==> config.mk <==
export PLATFORM = sky130hd
export DESIGN_NAME = lsu_rmw
export DESIGN_NICKNAME = d
export VERILOG_FILES = /design/src/rtl/lsu_pkg.sv /design/src/rtl/lsu_lane.sv /design/src/rtl/lsu_rmw.sv
export SDC_FILE = /design/constraint.sdc
export NUM_CORES = 1
export LEC_CHECK = 0
export BUFFER_PORTS_ARGS = -buffer_cell sky130_fd_sc_hd__buf_2
export CAP_MARGIN = 20
export CORE_AREA = 2 2 120 99
export CTS_BUF_LIST = sky130_fd_sc_hd__clkbuf_4
export CTS_CLUSTER_SIZE = 12
export DETAILED_ROUTE_END_ITERATION = 7
export DIE_AREA = 0 0 122 101
export PLACE_DENSITY = 0.88
export SYNTH_ARGS = -nofsm -noshare
export SYNTH_HDL_FRONTEND = slang
export SYNTH_SLANG_ARGS = --single-unit
==> constraint.sdc <==
create_clock -name clk -period 6.16 [get_ports clk]
set_input_delay 0.924 -clock clk [delete_from_list [all_inputs] [get_ports clk]]
set_output_delay 0.924 -clock clk [all_outputs]
set_load 0.1 [all_outputs]
==> src/rtl/lsu_pkg.sv <==
// Shared definitions for the load/store read-modify-write unit:
// FSM state encoding, access-size codes and the byte-lane mask helper.
package lsu_pkg;

  typedef enum logic [1:0] {
    ST_IDLE  = 2'd0,
    ST_READ  = 2'd1,
    ST_WRITE = 2'd2,
    ST_RESP  = 2'd3
  } state_t;

  localparam logic [1:0] SZ_B = 2'b00;
  localparam logic [1:0] SZ_H = 2'b01;
  localparam logic [1:0] SZ_W = 2'b10;

  // Byte lanes touched by an access of the given size at the given offset.
  // The offset is assumed already aligned for the size.
  function automatic logic [3:0] lane_mask(input logic [1:0] size, input logic [1:0] offset);
    logic [3:0] m;
    m = 4'b0000;
    case (size)
      SZ_B:    m = 4'b0001 << offset;
      SZ_H:    m = offset[1] ? 4'b1100 : 4'b0011;
      default: m = 4'b1111;
    endcase
    return m;
  endfunction

endpackage

==> src/rtl/lsu_lane.sv <==
// Combinational lane logic: merges store data into an old word and
// extracts/extends load data from a little-endian word.
module lsu_lane
  import lsu_pkg::*;
(
  input  logic [31:0] old_word,
  input  logic [31:0] wdata,
  input  logic [1:0]  size,
  input  logic [1:0]  offset,
  input  logic [31:0] rd_word,
  input  logic        is_unsigned,
  output logic [31:0] merged,
  output logic [31:0] load_data
);

  logic [3:0]  mask;
  logic [7:0]  byte_sel;
  logic [15:0] half_sel;

  assign mask = lane_mask(size, offset);

  // Each lane either keeps the old byte or takes the matching byte of the
  // right-justified store data.
  generate
    for (genvar gi = 0; gi < 4; gi++) begin : g_lane
      logic [7:0] src;
      // Pick which store-data byte would land in this lane.
      always_comb begin
        case (size)
          SZ_B:    src = wdata[7:0];
          SZ_H:    src = wdata[8*(gi%2) +: 8];
          default: src = wdata[8*gi +: 8];
        endcase
      end
      assign merged[8*gi +: 8] = mask[gi] ? src : old_word[8*gi +: 8];
    end
  endgenerate

  assign byte_sel = rd_word[{offset, 3'b000} +: 8];
  assign half_sel = rd_word[{offset[1], 4'b0000} +: 16];

  // Right-justify the selected lane and extend it; words pass through.
  always_comb begin
    case (size)
      SZ_B:    load_data = is_unsigned ? {24'b0, byte_sel} : {{24{byte_sel[7]}}, byte_sel};
      SZ_H:    load_data = is_unsigned ? {16'b0, half_sel} : {{16{half_sel[15]}}, half_sel};
      default: load_data = rd_word;
    endcase
  end

endmodule

==> src/rtl/lsu_rmw.sv <==
// Load/store initiator: turns byte/half/word core requests into word-wide
// memory accesses, doing read-modify-write for sub-word stores.
module lsu_rmw
  import lsu_pkg::*;
#(
  parameter int ADDR_W            = 16,
  parameter bit FAULT_ON_MISALIGN = 1'b1
) (
  input  logic              clk,
  input  logic              rst_n,
  input  logic              req_valid,
  output logic              req_ready,
  input  logic              req_write,
  input  logic [1:0]        req_size,
  input  logic              req_unsigned,
  input  logic [ADDR_W-1:0] req_addr,
  input  logic [31:0]       req_wdata,
  output logic              resp_valid,
  output logic [31:0]       resp_rdata,
  output logic              resp_fault,
  output logic [ADDR_W-1:0] mem_address,
  output logic              mem_we,
  output logic [31:0]       mem_wd,
  input  logic [31:0]       mem_rd
);

  state_t            state_reg;
  logic [ADDR_W-1:0] addr_reg;
  logic [1:0]        size_reg;
  logic              write_reg;
  logic              unsigned_reg;
  logic [31:0]       wdata_reg;
  logic [31:0]       word_reg;
  logic [31:0]       rdata_reg;
  logic              fault_reg;

  logic              illegal;
  logic              misaligned;
  logic              bad_req;
  logic [ADDR_W-1:0] aligned_addr;
  logic [31:0]       merged;
  logic [31:0]       load_data;

  assign illegal    = (req_size == 2'b11);
  assign misaligned = ((req_size == SZ_H) && req_addr[0]) ||
                      ((req_size == SZ_W) && (req_addr[1:0] != 2'b00));
  assign bad_req    = illegal || (FAULT_ON_MISALIGN && misaligned);

  // Clear the offending low address bits; only matters when misalignment
  // does not fault, since faulting requests never touch memory.
  always_comb begin
    aligned_addr = req_addr;
    if (req_size == SZ_H) aligned_addr[0] = 1'b0;
    if (req_size == SZ_W) aligned_addr[1:0] = 2'b00;
  end

  lsu_lane u_lane (
    .old_word   (word_reg),
    .wdata      (wdata_reg),
    .size       (size_reg),
    .offset     (addr_reg[1:0]),
    .rd_word    (mem_rd),
    .is_unsigned(unsigned_reg),
    .merged     (merged),
    .load_data  (load_data)
  );

  // Access sequencer: IDLE -> [READ] -> [WRITE] -> RESP -> IDLE.
  always_ff @(posedge clk) begin
    if (!rst_n) begin
      state_reg    <= ST_IDLE;
      addr_reg     <= '0;
      size_reg     <= 2'b00;
      write_reg    <= 1'b0;
      unsigned_reg <= 1'b0;
      wdata_reg    <= '0;
      word_reg     <= '0;
      rdata_reg    <= '0;
      fault_reg    <= 1'b0;
    end else begin
      case (state_reg)
        ST_IDLE: begin
          if (req_valid) begin
            addr_reg     <= aligned_addr;
            size_reg     <= req_size;
            write_reg    <= req_write;
            unsigned_reg <= req_unsigned;
            wdata_reg    <= req_wdata;
            rdata_reg    <= '0;
            fault_reg    <= 1'b0;
            if (bad_req) begin
              fault_reg <= 1'b1;
              state_reg <= ST_RESP;
            end else if (req_write && (req_size == SZ_W)) begin
              state_reg <= ST_WRITE;
            end else begin
              state_reg <= ST_READ;
            end
          end
        end
        ST_READ: begin
          word_reg <= mem_rd;
          if (write_reg) begin
            state_reg <= ST_WRITE;
          end else begin
            rdata_reg <= load_data;
            state_reg <= ST_RESP;
          end
        end
        ST_WRITE: begin
          state_reg <= ST_RESP;
        end
        default: begin
          rdata_reg <= '0;
          fault_reg <= 1'b0;
          state_reg <= ST_IDLE;
        end
      endcase
    end
  end

  assign req_ready   = (state_reg == ST_IDLE);
  assign resp_valid  = (state_reg == ST_RESP);
  assign resp_rdata  = rdata_reg;
  assign resp_fault  = fault_reg;
  // Reset gates the strobe immediately so a write in flight is dropped.
  assign mem_we      = (state_reg == ST_WRITE) && rst_n;
  assign mem_address = ((state_reg == ST_READ) || (state_reg == ST_WRITE)) ?
                       {addr_reg[ADDR_W-1:2], 2'b00} : '0;
  assign mem_wd      = (state_reg == ST_WRITE) ?
                       ((size_reg == SZ_W) ? wdata_reg : merged) : '0;

endmodule

==> impl_results.md <==
* Outcome: finished clean
* EDFF count, synth at 0
* Hold path cells at 2
* CTS clock-pin slew for the worst setup and hold paths at 0.10 ns
* Worst-path fanout max at 32
* Commonest cells post-synth: nand2_1, dfxtp_1, nor2b_1, a21boi_0, clkbuf_1
* RR Endpoint: resp_rdata[26]$_SDFFE_PN0P_
* Initial antenna violation count at 0
* First-pass GRT wire length at 26800 um
* Die Height at 101 um
* Final Power at 2.95 mW
* DRT iter0 DRCs at 554
* GRT overflow at 0
* Hold EP: addr_reg[10]$_SDFFE_PN0P_
* Mux cell area share after synthesis at 0.0821
* Via count at 5787
* Layout cell share with drive strength beyond 1 at 0.258
* Routed WL at 17600 um
* PwrDens at 418 nW/um2
* Leakage at 2.95 nW
* Setup WS pre-CTS at 2.27 ns
* Average cell area after synthesis at 8.40 um2
* Fmax at 217 MHz
* Post-synth top flop: dfxtp_1
* Post-DP HPWL at 12500 um
* Final min period at 4.62 ns
* Clock latency on the worst-skew pair at 0.53 ns
* Ys Warns at 0
* Hold Path Origin: addr_reg[10]$_SDFFE_PN0P_
* Post-CTS Setup Repair Bufs at 0
* Reg2Reg Setup Slack at 3.15 ns
* Worst IR Drop VDD at 0.217 mV
* Synthesized area at 5950 um2
* Synth Area in Adders at 0.00842
* Post-synthesis cell type count at 47
* CTS Buffer Depth at 2
* Arrival time worst endpoint at 3.69 ns
* I/O pin count at 171
* Async SR Flop Fraction at 0
* Synthesized-area fraction occupied by and/or/nand/nor cells at 0.234
* RSZ-0062 raised after global routing: no
* Post-synth top area cell: dfxtp_1
* Sequential area share after synthesis at 0.401
* Area growth syn-to-layout at 18.4%
* Synth Area in XOR/XNOR at 0
* DRC viols at 0
* Rows at 35
* Num CTS Buffers at 17
* HP Class: reg2reg
* Max Transition Viols Final at 0
* Design area at 7040 um2
* Total global-route track usage at 0.283
* Worst R2R Start: state_reg[1]$_SDFFE_PN0P_
* Hold buffers post-CTS at 0
* Nets at 933
* Compound-gate portion of the synthesized area at 0.224
* Vias per Instance at 5.78
* Hold Slack at 0.464 ns
* Core ar. at 11200 um2
* Clk_skew at 0.0199 ns
* ANT cells at 0
* Setup TNS at 0 ns
* MaxCap Viol Count at 0
* Die Wd at 122 um
* H-tree levels at 4
* Total die area at 12300 um2
* Synth area leaders: dfxtp_1, nand2_1, mux2i_1, a21boi_0, nor2b_1
* RePlAce Congestion at 0.900
* I/O Buffers at 168
* Post-DRT Antenna Nets at 0
* Worst-Margin Slew at 1.13 ns
* Area after DPL at 6780 um2
* Most common cell in the netlist: nand2_1
* Dpl cells at 971
* Synth Register Bits at 119
* Share of the synthesized area in the top cell type at 0.401
* DR pass1 iterations at 5
* Layout Cells excl Fill at 1002
* Initial Util at 0.533
* TritonCTS clock tree: built
* Final setup violation count at 0
* Clock sink count at 119
* Final setup margin at 1.54 ns
* WP data required at 5.24 ns
* Final count of hold timing violations at 0
* Largest net degree at the start of global routing at 57
* Post-Synthesis Cells at 708
* Largest family of logic cells by synthesized area: simple AND/OR/NAND/NOR gates
* Crit end category: output port
* DR WL/cell at 17.5 um
* Worst Setup Start Kind: flop
* Kind of critical path: reg2out
* Root buffer cell: clkbuf_4
* Post-layout util at 0.631
* CTS resizes at 0
* Reg2Reg Depth at 6
* Slew HR at 0.246
* Vias in the first global route at 4998
* Period utilisation layout at 0.749
## logic make-up (layout without fill, tap and decap cells)
group / count (synthesis) / in the layout
AND/OR/NAND/NOR: 280 / 280
AO/OA/AOI/OAI: 183 / 183
flip-flops: 119 / 119
buffers and inverters: 73 / 218
multiplexers: 48 / 48
adder cells (fa/ha/maj): 4 / 4
other: 1 / 2
## where the power goes
group	internal (mW)	switching (mW)	total [mW]	leakage, nW
sequential	0.909	0.117	1.03	0.971
clock	0.246	0.292	0.538	0.146
combinational	0.347	1.03	1.38	1.84
## per-layer routing
| metal | up-vias | global-route usage | wire length [um] |
|---|---|---|---|
| met4 | 0 | 0.0796 | 311 |
| met1 | 2706 | 0.407 | 7800 |
| met3 | 26 | 0.0673 | 1750 |
| met5 | - | 0 | 0 |
| li1 | 2731 | - | - |
| met2 | 324 | 0.423 | 7710 |
## how the worst max path moves through the flow
stage                                   from         end  slack (ns)  cells after the start
floorplan           addr_reg[1]$_SDFFE_PN0P_  mem_wd[16]        1.57                      5
global placement    size_reg[0]$_SDFFE_PN0P_   mem_wd[1]        2.37                      5
detailed placement  size_reg[0]$_SDFFE_PN0P_   mem_wd[6]        2.27                      5
CTS                 size_reg[0]$_SDFFE_PN0P_   mem_wd[6]        1.69                      5
global route        size_reg[0]$_SDFFE_PN0P_   mem_wd[6]        1.38                      5
finish              size_reg[0]$_SDFFE_PN0P_   mem_wd[6]        1.54                      5
## cells in the final DEF, fill, tap and decap left out, types with 3 or more instances in the layout
master     count
buf_2        168
nand2_1      129
dfxtp_1      119
nor2b_1       51
a21boi_0      50
mux2i_1       42
nor2_1        37
a21oi_1       36
o21ai_0       22
clkbuf_4      20
and2_1        19
a221o_1       18
a211o_1       14
inv_1         11
o221ai_1      11
nand3_1        9
nand3b_1       9
a311oi_1       8
and3b_1        8
o2bb2ai_1      7
mux2_2         6
clkinv_2       6
buf_4          6
nand2b_1       4
nor3_1         4
a211oi_1       4
ha_1           3
## worst max-delay path, cell delays in order (launching register included)
cell and delay (ns):
dfxtp_1 0.95, nand2b_1 0.96, a21oi_2 0.44, mux2i_1 0.21, nor2_1 0.14, buf_2 0.46
## cell type report
cell class / instances / area (um2)
Clock buffer: 20 / 150
Clock inverter: 11 / 109
Fill cell: 968 / 4130
Inverter: 12 / 45.0
Multi-Input combinational cell: 517 / 3270
Sequential cell: 119 / 2380
Tap cell: 148 / 185
Timing Repair Buffer: 175 / 901
(Power assumes the default switching activity.)
